==> src/rtl/cmos_trig_sequencer.sv <==
// cmos_trig_sequencer: periodic camera trigger generator with BG/A/B frame tagging
// Ports: clk/rst (sync, active-high); start/stop run control; trig_period, trig_width,
// frame_num (0 = continuous) and bg_frame_deci_n are latched at start. Outputs:
// cmos_trig_pulse, frame_type (00 BG, 01 A, 10 B), frame_idx, busy, done and cfg_err pulses.
module cmos_trig_sequencer #(
  parameter int PERIOD_W = 32,
  parameter int CNT_W = 16
) (
  input  logic                clk,
  input  logic                rst,
  input  logic                start,
  input  logic                stop,
  input  logic [PERIOD_W-1:0] trig_period,
  input  logic [CNT_W-1:0]    trig_width,
  input  logic [CNT_W-1:0]    frame_num,
  input  logic [CNT_W-1:0]    bg_frame_deci_n,
  output logic                cmos_trig_pulse,
  output logic [1:0]          frame_type,
  output logic [CNT_W-1:0]    frame_idx,
  output logic                busy,
  output logic                done,
  output logic                cfg_err
);
  localparam int W = PERIOD_W > CNT_W ? PERIOD_W : CNT_W;
  localparam logic [1:0] IDLE = 2'd0, HIGH = 2'd1, LOW = 2'd2, DONE = 2'd3;
  logic [1:0] state_q, state_d;
  logic [PERIOD_W-1:0] period_q, period_d, cnt_q, cnt_d;
  logic [CNT_W-1:0] width_q, width_d, fnum_q, fnum_d, deci_q, deci_d;
  logic [CNT_W-1:0] idx_q, idx_d, phase_q, phase_d;
  logic stop_q, stop_d, done_q, done_d, err_q, err_d, pulse_q, pulse_d;
  logic cfg_ok, period_end, ending;
  always_comb begin
    cfg_ok = trig_period >= PERIOD_W'(2) && trig_width != '0 && W'(trig_width) < W'(trig_period);
    period_end = state_q == LOW && cnt_q == period_q - PERIOD_W'(1);
    // a stop arriving on the period-end cycle itself still ends the run at this boundary
    ending = stop_q || stop || (fnum_q != '0 && idx_q + CNT_W'(1) == fnum_q);
    state_d = state_q;
    period_d = period_q;
    cnt_d = cnt_q;
    width_d = width_q;
    fnum_d = fnum_q;
    deci_d = deci_q;
    idx_d = idx_q;
    phase_d = phase_q;
    stop_d = stop_q;
    done_d = 1'b0;
    err_d = 1'b0;
    if (state_q == IDLE) begin
      if (start && cfg_ok) begin
        state_d = HIGH;
        period_d = trig_period;
        width_d = trig_width;
        fnum_d = frame_num;
        deci_d = bg_frame_deci_n;
        cnt_d = '0;
        idx_d = '0;
        phase_d = '0;
        stop_d = 1'b0;
      end
      err_d = start && !cfg_ok;
    end else if (state_q == DONE) begin
      state_d = IDLE;
    end else begin
      stop_d = stop_q || stop;
      cnt_d = cnt_q + PERIOD_W'(1);
      if (state_q == HIGH && W'(cnt_q) + W'(1) == W'(width_q))
        state_d = LOW;
      if (period_end) begin
        state_d = ending ? DONE : HIGH;
        done_d = ending;
        stop_d = 1'b0;
        cnt_d = '0;
        idx_d = ending ? idx_q : idx_q + CNT_W'(1);
        // wrapping phase counter replaces frame_idx mod (deci+1)
        phase_d = ending ? phase_q : (phase_q == deci_q ? '0 : phase_q + CNT_W'(1));
      end
    end
    pulse_d = state_d == HIGH;
  end
  always_ff @(posedge clk) begin
    if (rst) begin
      state_q <= IDLE;
      period_q <= '0;
      cnt_q <= '0;
      width_q <= '0;
      fnum_q <= '0;
      deci_q <= '0;
      idx_q <= '0;
      phase_q <= '0;
      stop_q <= 1'b0;
      done_q <= 1'b0;
      err_q <= 1'b0;
      pulse_q <= 1'b0;
    end else begin
      state_q <= state_d;
      period_q <= period_d;
      cnt_q <= cnt_d;
      width_q <= width_d;
      fnum_q <= fnum_d;
      deci_q <= deci_d;
      idx_q <= idx_d;
      phase_q <= phase_d;
      stop_q <= stop_d;
      done_q <= done_d;
      err_q <= err_d;
      pulse_q <= pulse_d;
    end
  end
  assign cmos_trig_pulse = pulse_q;
  assign frame_type = phase_q == '0 ? 2'b00 : (phase_q[0] ? 2'b01 : 2'b10);
  assign frame_idx = idx_q;
  assign busy = state_q != IDLE;
  assign done = done_q;
  assign cfg_err = err_q;
endmodule

==> config.mk <==
export PLATFORM = sky130hd
export DESIGN_NAME = cmos_trig_sequencer
export DESIGN_NICKNAME = d
export VERILOG_FILES = /design/src/rtl/cmos_trig_sequencer.sv
export SDC_FILE = /design/constraint.sdc
export NUM_CORES = 1
export LEC_CHECK = 0
export BUFFER_PORTS_ARGS = -buffer_cell sky130_fd_sc_hd__buf_2
export CAP_MARGIN = 25
export CORE_ASPECT_RATIO = 1.5
export CORE_MARGIN = 2
export CORE_UTILIZATION = 30
export CTS_CLUSTER_DIAMETER = 30
export DETAILED_ROUTE_END_ITERATION = 7
export PLACE_DENSITY_LB_ADDON = 0.15
export SLEW_MARGIN = 20
export SYNTH_ARGS = -nofsm -noshare
export SYNTH_HDL_FRONTEND = slang
export SYNTH_SLANG_ARGS = --single-unit
==> constraint.sdc <==
create_clock -name clk -period 5.1 [get_ports clk]
set_clock_uncertainty 0.15 [all_clocks]
set_input_delay 1.02 -clock clk [delete_from_list [all_inputs] [get_ports clk]]
set_output_delay 1.02 -clock clk [all_outputs]
set_load 0.005 [all_outputs]
After elaboration in Yosys (flattened, before gate mapping):

Cells that the tools add are included.
W data, S select, Z words.

* flip-flop bits (word level): 150
* logic and storage cells: 78
* bits of input ports: 84

* add/sub/neg operators: 4
* bitwise logic cells: 2
* muxes and demuxes: 26
* reduce and logical (&&, ||, !) cells: 21
* $lt $le $gt $ge: 2
* equal/unequal tests: 11

Operators by type and width (number)
* $mux W16: 10
* $mux W32: 4
* $add A16 B1 Y16 const B: 2
* $add A32 B1 Y32 const B: 1
* $eq A16 B16 Y1: 2
* $eq A32 B16 Y1: 1
* $eq A32 B32 Y1: 1
* $ge A32 B2 Y1 const B: 1
* $lt A16 B32 Y1: 1
* $reduce_bool A16 Y1: 2
* $sub A32 B1 Y32 const B: 1
* $logic_not A16 Y1: 1
* $mux W2: 8
* $logic_and A1 B1 Y1: 7
* $eq A2 B1 Y1 const B: 2
* $eq A2 B2 Y1 const B: 2
* $mux W1: 4
* $ne A2 B1 Y1 const B: 2
* $reduce_and A2 Y1: 2
* $reduce_and A4 Y1: 1
* $reduce_bool A2 Y1: 2
* $reduce_or A4 Y1: 1
* $logic_not A2 Y1: 1
* $logic_or A1 B1 Y1: 2
* 4 further kinds: 5

Longest topological paths before layout:

Gate-level depths: netlist of run 1.

* word-level depth: 9
* mapped depth: 14
* gate-level depth less buffers: 11

Worst setup path after synthesis of run 1:

No wires, ideal clock.

* kind: input to register
* start point: input port trig_period[5]
* end point: register phase_q[4]
* path buffers: 2
* arrival: 3534 ps
* setup time: 121 ps
* cell stages on the path: 13
* slack: 1295 ps
* path through: inv_1 > ha_1 > a21o_1 > a2111oi_0 > o21ai_0 > a221oi_1 > nor2b_1 > clkbuf_1 > nor2_1 > o31a_1 > buf_2 > o21ai_0 > o21ai_1

* longest elaborated chain between the ends: 6
* elaborated cells between the ends (all ways): 7

Ends and longest elaborated chain
* start, declared: RTL line 13 `input logic [PERIOD_W-1:0] trig_period,`
* $ge A32 B2 Y1: RTL line 33 `cfg_ok = trig_period >= PERIOD_W'(2) && trig_width != '0 && W'(trig_width) < W'(trig_period);`
* $logic_and A1 B1 Y1: RTL line 33
* $logic_and A1 B1 Y1 (*): RTL line 33
* $logic_and A1 B1 Y1 (*): RTL line 49 `if (start && cfg_ok) begin`
* $ne A2 B1 Y1 (no source line) (*)
* $reduce_and A4 Y1 (no source line) (*)
* end signal, assigned: RTL line 102 `phase_q <= phase_d;`
* end, declared: RTL line 29 `logic [CNT_W-1:0] idx_q, idx_d, phase_q, phase_d;`

Mark *: on every way between the ends. The rest lies on a longest branch, timed or not.
A chain may end at the register's enable or synchronous reset.

Worst setup path after layout of run 1:

* start point: register period_q[0]
* end point: register phase_q[0]

* longest elaborated chain between the ends: 5

Ends and longest elaborated chain
* start, declared: RTL line 27 `logic [PERIOD_W-1:0] period_q, period_d, cnt_q, cnt_d;`
* start signal, assigned: RTL line 96 `period_q <= period_d;`
* $sub A32 B1 Y32: RTL line 34 `period_end = state_q == LOW && cnt_q == period_q - PERIOD_W'(1);`
* $eq A32 B32 Y1: RTL line 34
* $logic_and A1 B1 Y1: RTL line 34
* $reduce_bool A2 Y1 (no source line)
* $reduce_and A4 Y1 (no source line)

No other way between the ends.

==> flow_summary.ini, run 1 <==
[floorplan]
start_util_pct = 30.35
io_pins = 106
die_area_mm2 = 0.03358
die_h_um = 223.5
coreArea_mm2 = 0.03173
die_width_um = 150.3
rows = 80

[global_route]
grt.overflow.total = 0
grt_usage_pct = 19.77
grt_antenna_before_repair = 0
grt_max_degree = 82
grt_pass1_wl_um = 51280
grt_pass1_vias = 9229

[synthesis]
synth_top_cell_by_area = dfxtp_1
synth_edf_count = 0
yosysMostFrequentCell = nand2_1
syn_nets = 1413
yosys_warnings = 0
synth-async-reset-ratio_pct = 0
synth.avg_cell_area_um2 = 7.381
post-synth-top-area-fraction_pct = 31.18
synth-seq-cells = 150
netlist_top_cells_area = dfxtp_1 31%, nand2_1 9.3%, xnor2_1 6.8%
synth_common_cells = 238 x nand2_1, 150 x dfxtp_1, 122 x a21oi_1, 76 x clkbuf_1, 75 x xnor2_1
synth_cells = 1305
yosys_most_used_dff = dfxtp_1
synth_area_mm2 = 0.009632
ys_types = 75
ys_seq_area_share_pct = 31.18

[placed_design]
dp.final_hpwl_um = 24970
portBuffers = 105
dpl_cell_area_mm2 = 0.01050
place_congestion = 0.8704

[setup_path]
cpMostUsedCell = or4_1
endpoint_kind = flip-flop
worst-setup-path-type = reg2reg
cp_top_family = simple AND/OR/NAND/NOR gates
cp_slowest_cell = or4_1
cpPeakStageDelay_ns = 0.70
critPathRequiredTime_ns = 5.30
path_cells = or4_1 > or4_4 > or4_1 > a211o_1 > a211oi_2 > nand4_1 > buf_4 > o31a_1 > mux2_2
cp-start-kind = flip-flop
path_buf_inv = 1
critPathArrivalTime_ns = 4.31
cp_max_fo = 14

[timing]
timing.fmax_mhz = 243.1
slew_viol_final = 0
final-setup-viol-count = 0
worst_slew_pin_slew_ns = 0.9696
final-hold-violation-count = 0
final.setup.tns_ns = 0
min_period_ns = 4.114
rsz0062_at_grt = false
timing.hold.ws_ns = 0.3182
fin_crit_sh_pct = 80.67
slew_headroom_pct = 34.77

[cts]
cts.path.max_buffers = 2
root_buffer = clkbuf_16
cts-htree-levels = 4
cts_resized = 0
cts.sinks = 150
tritoncts = built
clkLatencyLatePin_ns = 0.45
cts.clk_slew.worst_paths_ns = 0.07
cts-buffers-inserted = 17
hold_buffers = 0
postCtsSetupRepairBufs = 0

[routing]
num_vias = 9510
dr.pass1.iters = 4
drcViolationCount = 0
drt-initial-drc-count = 493
post_drt_wl_per_cell_um = 18.35
ant_nets = 0
wl_um = 32700
routed_via_density = 5.337

[power]
switching_share_pct = 31.54
p_sw_w = 0.0009815
seqPwrFrac_pct = 41.0
power_frac_comb_pct = 16.9
p_per_area_mw_per_mm2 = 280.6
intPower_w = 0.002131
pwr-share-clk_pct = 42.1
report.power.total_w = 0.003112
vdd_drop_max_mv = 0.1965
cellLeakagePower_nw = 4.297

[finish]
fin_area_mm2 = 0.01109
layout.nets = 1467
syn_to_final_growth_pct = 15.15
drive_gt1_share_pct = 13.56
antenna_cells = 0
utilization_pct = 34.95

[run]
drv_cap = 0

[worst_hold_path]
min_path_type = reg2reg

[outcome]
outcome = completed
-- path summary, 6_finish.rpt --
path | slack [ns] | depth (start not counted) | start | endpoint
worst max-delay path | 0.99 | 9 | period_q[0] | phase_q[0]
worst min-delay path | 0.32 | 2 | deci_q[11] | deci_q[11]
worst max register to register | 0.99 | 9 | period_q[0] | phase_q[0]
worst min register to register | 0.32 | 2 | deci_q[11] | deci_q[11]
-- placed cells by master, fill, tap and decap left out, types with 6 or more instances in the layout --
master / synthesis / final
clkbuf_16: 0 / 17
nor4_1: 43 / 43
nand2b_1: 10 / 10
o211ai_1: 9 / 9
a21oi_1: 122 / 122
nand2_1: 238 / 238
inv_6: 0 / 6
or3_1: 14 / 14
o21ai_0: 64 / 64
dfxtp_1: 150 / 150
buf_2: 9 / 104
nor2_1: 59 / 59
o31ai_1: 10 / 10
a21o_1: 6 / 6
mux2i_1: 8 / 8
or4_1: 10 / 10
nand3_1: 43 / 42
and2_1: 7 / 7
inv_1: 47 / 47
nor3b_1: 6 / 6
buf_4: 1 / 23
ha_1: 24 / 24
nor3_1: 37 / 37
a31oi_1: 23 / 23
nand4_1: 33 / 33
and4_1: 13 / 13
and3_1: 22 / 22
or2_2: 8 / 8
xnor2_1: 75 / 75
xor2_1: 32 / 32
nor4b_1: 9 / 9
-- through the flow --
step,std cells,setup WS [ns]
after CTS,1782,0.9641
after global routing,1782,0.7393
after global placement,1750,0.7865
after detailed placement,1750,0.7118
final,1782,0.9860
after floorplan,1305,1.295
-- metal layers --
| layer | global-route usage [%] | part of all wire, % | routed length [µm] |
|---|---|---|---|
| met5 | 0 | 0 | 0 |
| met4 | 8.977 | 3.8 | 1237 |
| met3 | 3.108 | 2.6 | 861 |
| met2 | 36.60 | 53 | 17400 |
| met1 | 21.70 | 40 | 13200 |
-- sequential cells by signal, indices dropped and copies added, names as in the netlist --
| register | cells |
|---|---|
| cfg_err | 1 |
| width_q | 16 |
| state_q | 2 |
| done | 1 |
| deci_q | 16 |
| phase_q | 16 |
| frame_idx | 16 |
| fnum_q | 16 |
| cmos_trig_pulse | 1 |
| cnt_q | 32 |
| stop_q | 1 |
| period_q | 32 |
-- worst min-delay path, delay by kind of cell (launching register included) --
family             cells  cell delay [ns]
and+or+nand+nor        1             0.05
AOI/OAI and AO/OA      1             0.05
DFF                    1             0.32
-- power groups by stage --
stage / Clock, W / Sequential [W] / Combinational [W]
after floorplan: 0 / 0.00128 / 0.000361
after global placement: 0 / 0.00130 / 0.000528
after detailed placement: 0 / 0.00130 / 0.000532
after CTS: 0.00135 / 0.00128 / 0.000534
after global routing: 0.00140 / 0.00128 / 0.000588
final: 0.00131 / 0.00128 / 0.000526
-- kinds of logic after synthesis --
kind of cell | synth area share, %
compound gates | 18.68
xor+xnor | 9.964
fa+ha+maj | 3.118
buf+inv | 5.599
flops | 31.18
mux | 1.065
simple gates | 30.40
-- layout make-up --
class | instances | area [µm²]
well taps | 410 | 513.0
inverters | 47 | 176.4
clock inverters | 14 | 156.4
multi-input cells | 1016 | 6110
clock buffers | 18 | 439.2
repair buffers | 127 | 693.2
fillers | 3398 | 20640
flip-flops and latches | 150 | 3003
Note: power is estimated with default switching activity, not from simulation.
==> run 2: changes to the inputs <==
- clock period: 5.1 -> 3.96 ns (I/O delays scaled with it)
==> flow_summary.ini, run 2 (synthesized netlist as in run 1, its figures left out) <==
[outcome]
outcome = completed

[cts]
cts-htree-levels = 4
hold_buffers = 0
root_buffer = clkbuf_16
tritoncts = built
cts.sinks = 150
clkLatencyLatePin_ns = 0.45
postCtsSetupRepairBufs = 0
cts-buffers-inserted = 17
cts.path.max_buffers = 2
cts_resized = 0
cts.clk_slew.worst_paths_ns = 0.07

[worst_hold_path]
min_path_type = reg2reg
min_path_cells = 2
whs_endpoint = deci_q[8]
min_from = deci_q[8]

[global_route]
grt_usage_pct = 20.44
grt_pass1_vias = 9564
grt_max_degree = 70
grt_antenna_before_repair = 0
grt.overflow.total = 0
grt_pass1_wl_um = 52470

[timing]
fin_crit_sh_pct = 96.10
final.setup.tns_ns = 0
slew_headroom_pct = 45.60
rsz0062_at_grt = false
final-hold-violation-count = 0
final-setup-viol-count = 0
timing.fmax_mhz = 262.8
slew_viol_final = 0
timing.hold.ws_ns = 0.3183
worst_slew_pin_slew_ns = 0.8159
min_period_ns = 3.805

[placed_design]
place_congestion = 0.9040
dpl_cell_area_mm2 = 0.01100
dp.final_hpwl_um = 26600
dp.cells = 1805
portBuffers = 105

[finish]
antenna_cells = 0
fin_area_mm2 = 0.01158
nFillCells = 3392
reg.largest.list = cnt_q (32), period_q (32)
syn_to_final_growth_pct = 20.19
layout.nets = 1522
mostFrequentLayoutCells = 238 x nand2_1, 150 x dfxtp_1, 122 x a21oi_1
layout_commonest_cell = nand2_1
stdcell_count = 1837
drive_gt1_share_pct = 16.89

[floorplan]
rows = 80
die_width_um = 150.3
start_util_pct = 30.35
die_area_mm2 = 0.03358
io_pins = 106
coreArea_mm2 = 0.03173
die_h_um = 223.5

[setup_path]
reg2regPathDepth = 9
critPathRequiredTime_ns = 4.15
cp-start-kind = flip-flop
critPathArrivalTime_ns = 3.99
cp_max_fo = 6
worst-setup-path-type = reg2reg
ff2ff_setup_slack_ns = 0.15
endpoint_kind = flip-flop
r2r-end = phase_q[9]
r2r_start = period_q[5]

[routing]
drt-initial-drc-count = 444
wl_um = 33760
num_vias = 9751
dr.pass1.iters = 7
routed_via_density = 5.308
ant_nets = 0
post_drt_wl_per_cell_um = 18.38
drcViolationCount = 0

[power]
vdd_drop_max_mv = 0.2353
p_per_area_mw_per_mm2 = 345.7
cellLeakagePower_nw = 4.590

[run]
drv_cap = 0
run 2: cell count changes in the layout (fill, tap and decap cells not counted), sizes merged:
cell / delta
buf: +55
inv: -7
clkinv: +4
clkbuf: +2
clkinvlp: +1
run 2: per-stage QoR:
step | utilization [%] | worst slack [ns] | power [W]
final | 36.48 | 0.1545 | 0.004001
after global routing | 36.48 | 0.002327 | 0.004201
after CTS | 36.45 | 0.02757 | 0.004058
after detailed placement | 34.65 | 0.07266 | 0.002438
after global placement | 34.65 | 0.05191 | 0.002435
after floorplan | - | 0.2026 | 0.002108
run 2: layout make-up:
type                    count  area (µm²)  share of cell area, %
inverters                  47       176.4                  1.524
repair buffers            182        1194                  10.31
well taps                 410       513.0                  4.431
multi-input cells        1016        6121                  52.88
flip-flops and latches    150        3003                  25.94
clock inverters            12       122.6                  1.059
clock buffers              20       446.7                  3.859
run 2: how the worst max path moves through the flow:
stage,start,end,cells past startpoint
5_1_grt,period_q[0],frame_idx[14],11
3_5_place_dp,period_q[0],cnt_q[5],11
2_1_floorplan,period_q[5],phase_q[4],12
4_1_cts,period_q[0],cnt_q[5],11
3_3_place_gp,period_q[0],cnt_q[5],11
6_report,period_q[5],phase_q[9],9
run 2: routing by layer:
metal	wire length, µm	track usage, %
met5	0	0
met4	1448	10.13
met3	1059	3.047
met1	13110	21.81
met2	18140	38.26
run 2: worst max-delay path, stage by stage, from the launching register on:
cell and delay [ns]:
dfxtp_1 0.31, or4_4 0.53, or4_4 0.53, or4_1 0.49, a211o_1 0.34, a211oi_2 0.26, and4_1 0.34, nand3_1 0.26
o211a_1 0.29, a41o_1 0.19
run 2: power by group:
part / switching, W / internal, W / leakage [nW]
clock: 0.000710 / 0.000892 / 0.273
combinational: 0.000450 / 0.000321 / 3.09
sequential: 0.0000609 / 0.00157 / 1.22
==> run 3: changes to the inputs <==
- ABC_AREA: default -> 1
- BUFFER_PORTS_ARGS: -buffer_cell sky130_fd_sc_hd__buf_2 -> -buffer_cell sky130_fd_sc_hd__buf_4
==> flow_summary.ini, run 3 <==
[routing]
drcViolationCount = 0
drt-initial-drc-count = 579
wl_um = 38190
num_vias = 11290
post_drt_wl_per_cell_um = 16.21
ant_nets = 0
routed_via_density = 4.790
dr.pass1.iters = 6

[synthesis]
yosys.area_share.xor_xnor_pct = 4.943
synth_top_family_by_area = simple AND/OR/NAND/NOR gates
synth.avg_cell_area_um2 = 5.893
synth_compound_area_share_pct = 10.41
synth_area_mm2 = 0.01056
yosys.area_share.simple_pct = 43.72
ys_types = 36
syn_nets = 1899
synth-adder-area-share_pct = 2.845
synth_common_cells = 475 x nand2_1, 320 x nor2_1, 186 x inv_1, 172 x nand3_1, 150 x dfxtp_1
synthMuxAreaShare_pct = 0
ys_seq_area_share_pct = 28.45
post-synth-top-area-fraction_pct = 28.45
synth_top_cell_by_area = dfxtp_1
yosys_warnings = 0
synth_cells = 1791
synth-seq-cells = 150
netlist_top_cells_area = dfxtp_1 28%, nand2_1 17%, nor2_1 11%
yosys_most_used_dff = dfxtp_1
yosysMostFrequentCell = nand2_1
synth_edf_count = 0
synth-async-reset-ratio_pct = 0

[finish]
layout.nets = 1978
utilization_pct = 35.56
antenna_cells = 0
layout_commonest_cell = nand2_1
fin_area_mm2 = 0.01241
drive_gt1_share_pct = 10.04
mostFrequentLayoutCells = 475 x nand2_1, 319 x nor2_1, 185 x inv_1
syn_to_final_growth_pct = 17.56
stdcell_count = 2356
reg.largest.list = cnt_q (32), period_q (32)

[cts]
clkLatencyLatePin_ns = 0.45
cts.path.max_buffers = 2
hold_buffers = 0
cts_resized = 0
postCtsSetupRepairBufs = 0
root_buffer = clkbuf_16
cts.sinks = 150
tritoncts = built
cts-buffers-inserted = 17
cts-htree-levels = 4
cts.clk_slew.worst_paths_ns = 0.06

[run]
drv_cap = 0

[timing]
timing.hold.ws_ns = 0.3048
fin_crit_sh_pct = 84.62
final-setup-viol-count = 0
rsz0062_at_grt = false
min_period_ns = 3.351
timing.fmax_mhz = 298.4
slew_headroom_pct = 33.88
final-hold-violation-count = 0
worst_slew_pin_slew_ns = 0.9882
slew_viol_final = 0

[global_route]
grt_pass1_wl_um = 59530
grt_max_degree = 125
grt_usage_pct = 21.30
grt_pass1_vias = 11090
grt_antenna_before_repair = 0
grt.overflow.total = 0

[setup_path]
cp_max_fo = 22
worst-setup-path-type = reg2reg
critPathRequiredTime_ns = 4.19
ff2ff_setup_slack_ns = 0.61
cp-start-kind = flip-flop
endpoint_kind = flip-flop
critPathArrivalTime_ns = 3.58

[power]
vdd_drop_max_mv = 0.2212
cellLeakagePower_nw = 5.578
p_per_area_mw_per_mm2 = 362.4
report.power.total_w = 0.004497

[placed_design]
dp.cells = 2324
place_congestion = 0.8960
dp.final_hpwl_um = 30020
portBuffers = 105
dpl_cell_area_mm2 = 0.01184

[floorplan]
die_area_mm2 = 0.03673
coreArea_mm2 = 0.03489
rows = 84
die_h_um = 233.7
io_pins = 106
start_util_pct = 30.25
die_width_um = 157.2

[worst_hold_path]
min_path_type = reg2reg

[outcome]
outcome = completed
==> run 3: final timing paths <==
path | from | endpoint | depth (start not counted)
setup / recovery | period_q[1] | cnt_q[13] | 17
hold / removal | width_q[0] | width_q[0] | 2
setup reg to reg | period_q[1] | cnt_q[13] | 17
hold reg to reg | width_q[0] | width_q[0] | 2
==> run 3: metrics by stage <==
step           setup WS, ns    TNS, ns
5_1_grt              0.3425          0
2_1_floorplan         1.097          0
4_1_cts              0.4825          0
6_report             0.6091          0
3_3_place_gp      -0.003479  -0.003479
3_5_place_dp        0.03406          0
==> run 3: layer usage <==
| metal | up-vias | GRT usage, % | part of all wire, % |
|---|---|---|---|
| met4 | 0 | 13.15 | 6.0 |
| met3 | 83 | 2.329 | 2.4 |
| met1 | 5105 | 22.11 | 38 |
| met5 | - | 0 | 0 |
| li1 | 5888 | - | - |
| met2 | 210 | 40.46 | 53 |
==> run 3: final cells by class <==
| type | instances | area (µm²) |
|---|---|---|
| Tap cell | 473 | 591.8 |
| Sequential cell | 150 | 3003 |
| Fill cell | 3957 | 22490 |
| Clock inverter | 9 | 92.59 |
| Multi-Input combinational cell | 1379 | 6550 |
| Inverter | 200 | 752.0 |
| Clock buffer | 23 | 478.0 |
| Timing Repair Buffer | 122 | 940.9 |
==> run 3: worst max-delay path, stage by stage (launching register included) <==
cell and delay, ns:
dfxtp_1 0.31, inv_1 0.13, ha_1 0.30, nand3_4 0.14, nor2_4 0.20, nand3_2 0.16
clkinv_1 0.16, nand3_1 0.08, nand2_1 0.06, nand2_1 0.05, nand2_1 0.11, nor2_1 0.08
nand2_1 0.08, nor2_1 0.11, nor2_2 0.48, buf_4 0.39, nand3_1 0.16, a21oi_1 0.14
==> run 3: cells by family (layout without fill, tap and decap cells) <==
kind of cell	Yosys count	count (layout)
xor gates and xnor gates	58	58
and+or+nand+nor	1081	1081
adders and majority gates	24	24
buffers and inverters	262	354
DFF	150	150
AOI/OAI and AO/OA	216	216
==> run 3: report_power, final <==
| part | internal [W] | total [W] | switching [W] | leakage, nW |
|---|---|---|---|---|
| clock network | 0.000919 | 0.00161 | 0.000695 | 0.270 |
| logic | 0.000415 | 0.00112 | 0.000700 | 4.07 |
| registers | 0.00163 | 0.00177 | 0.000142 | 1.23 |
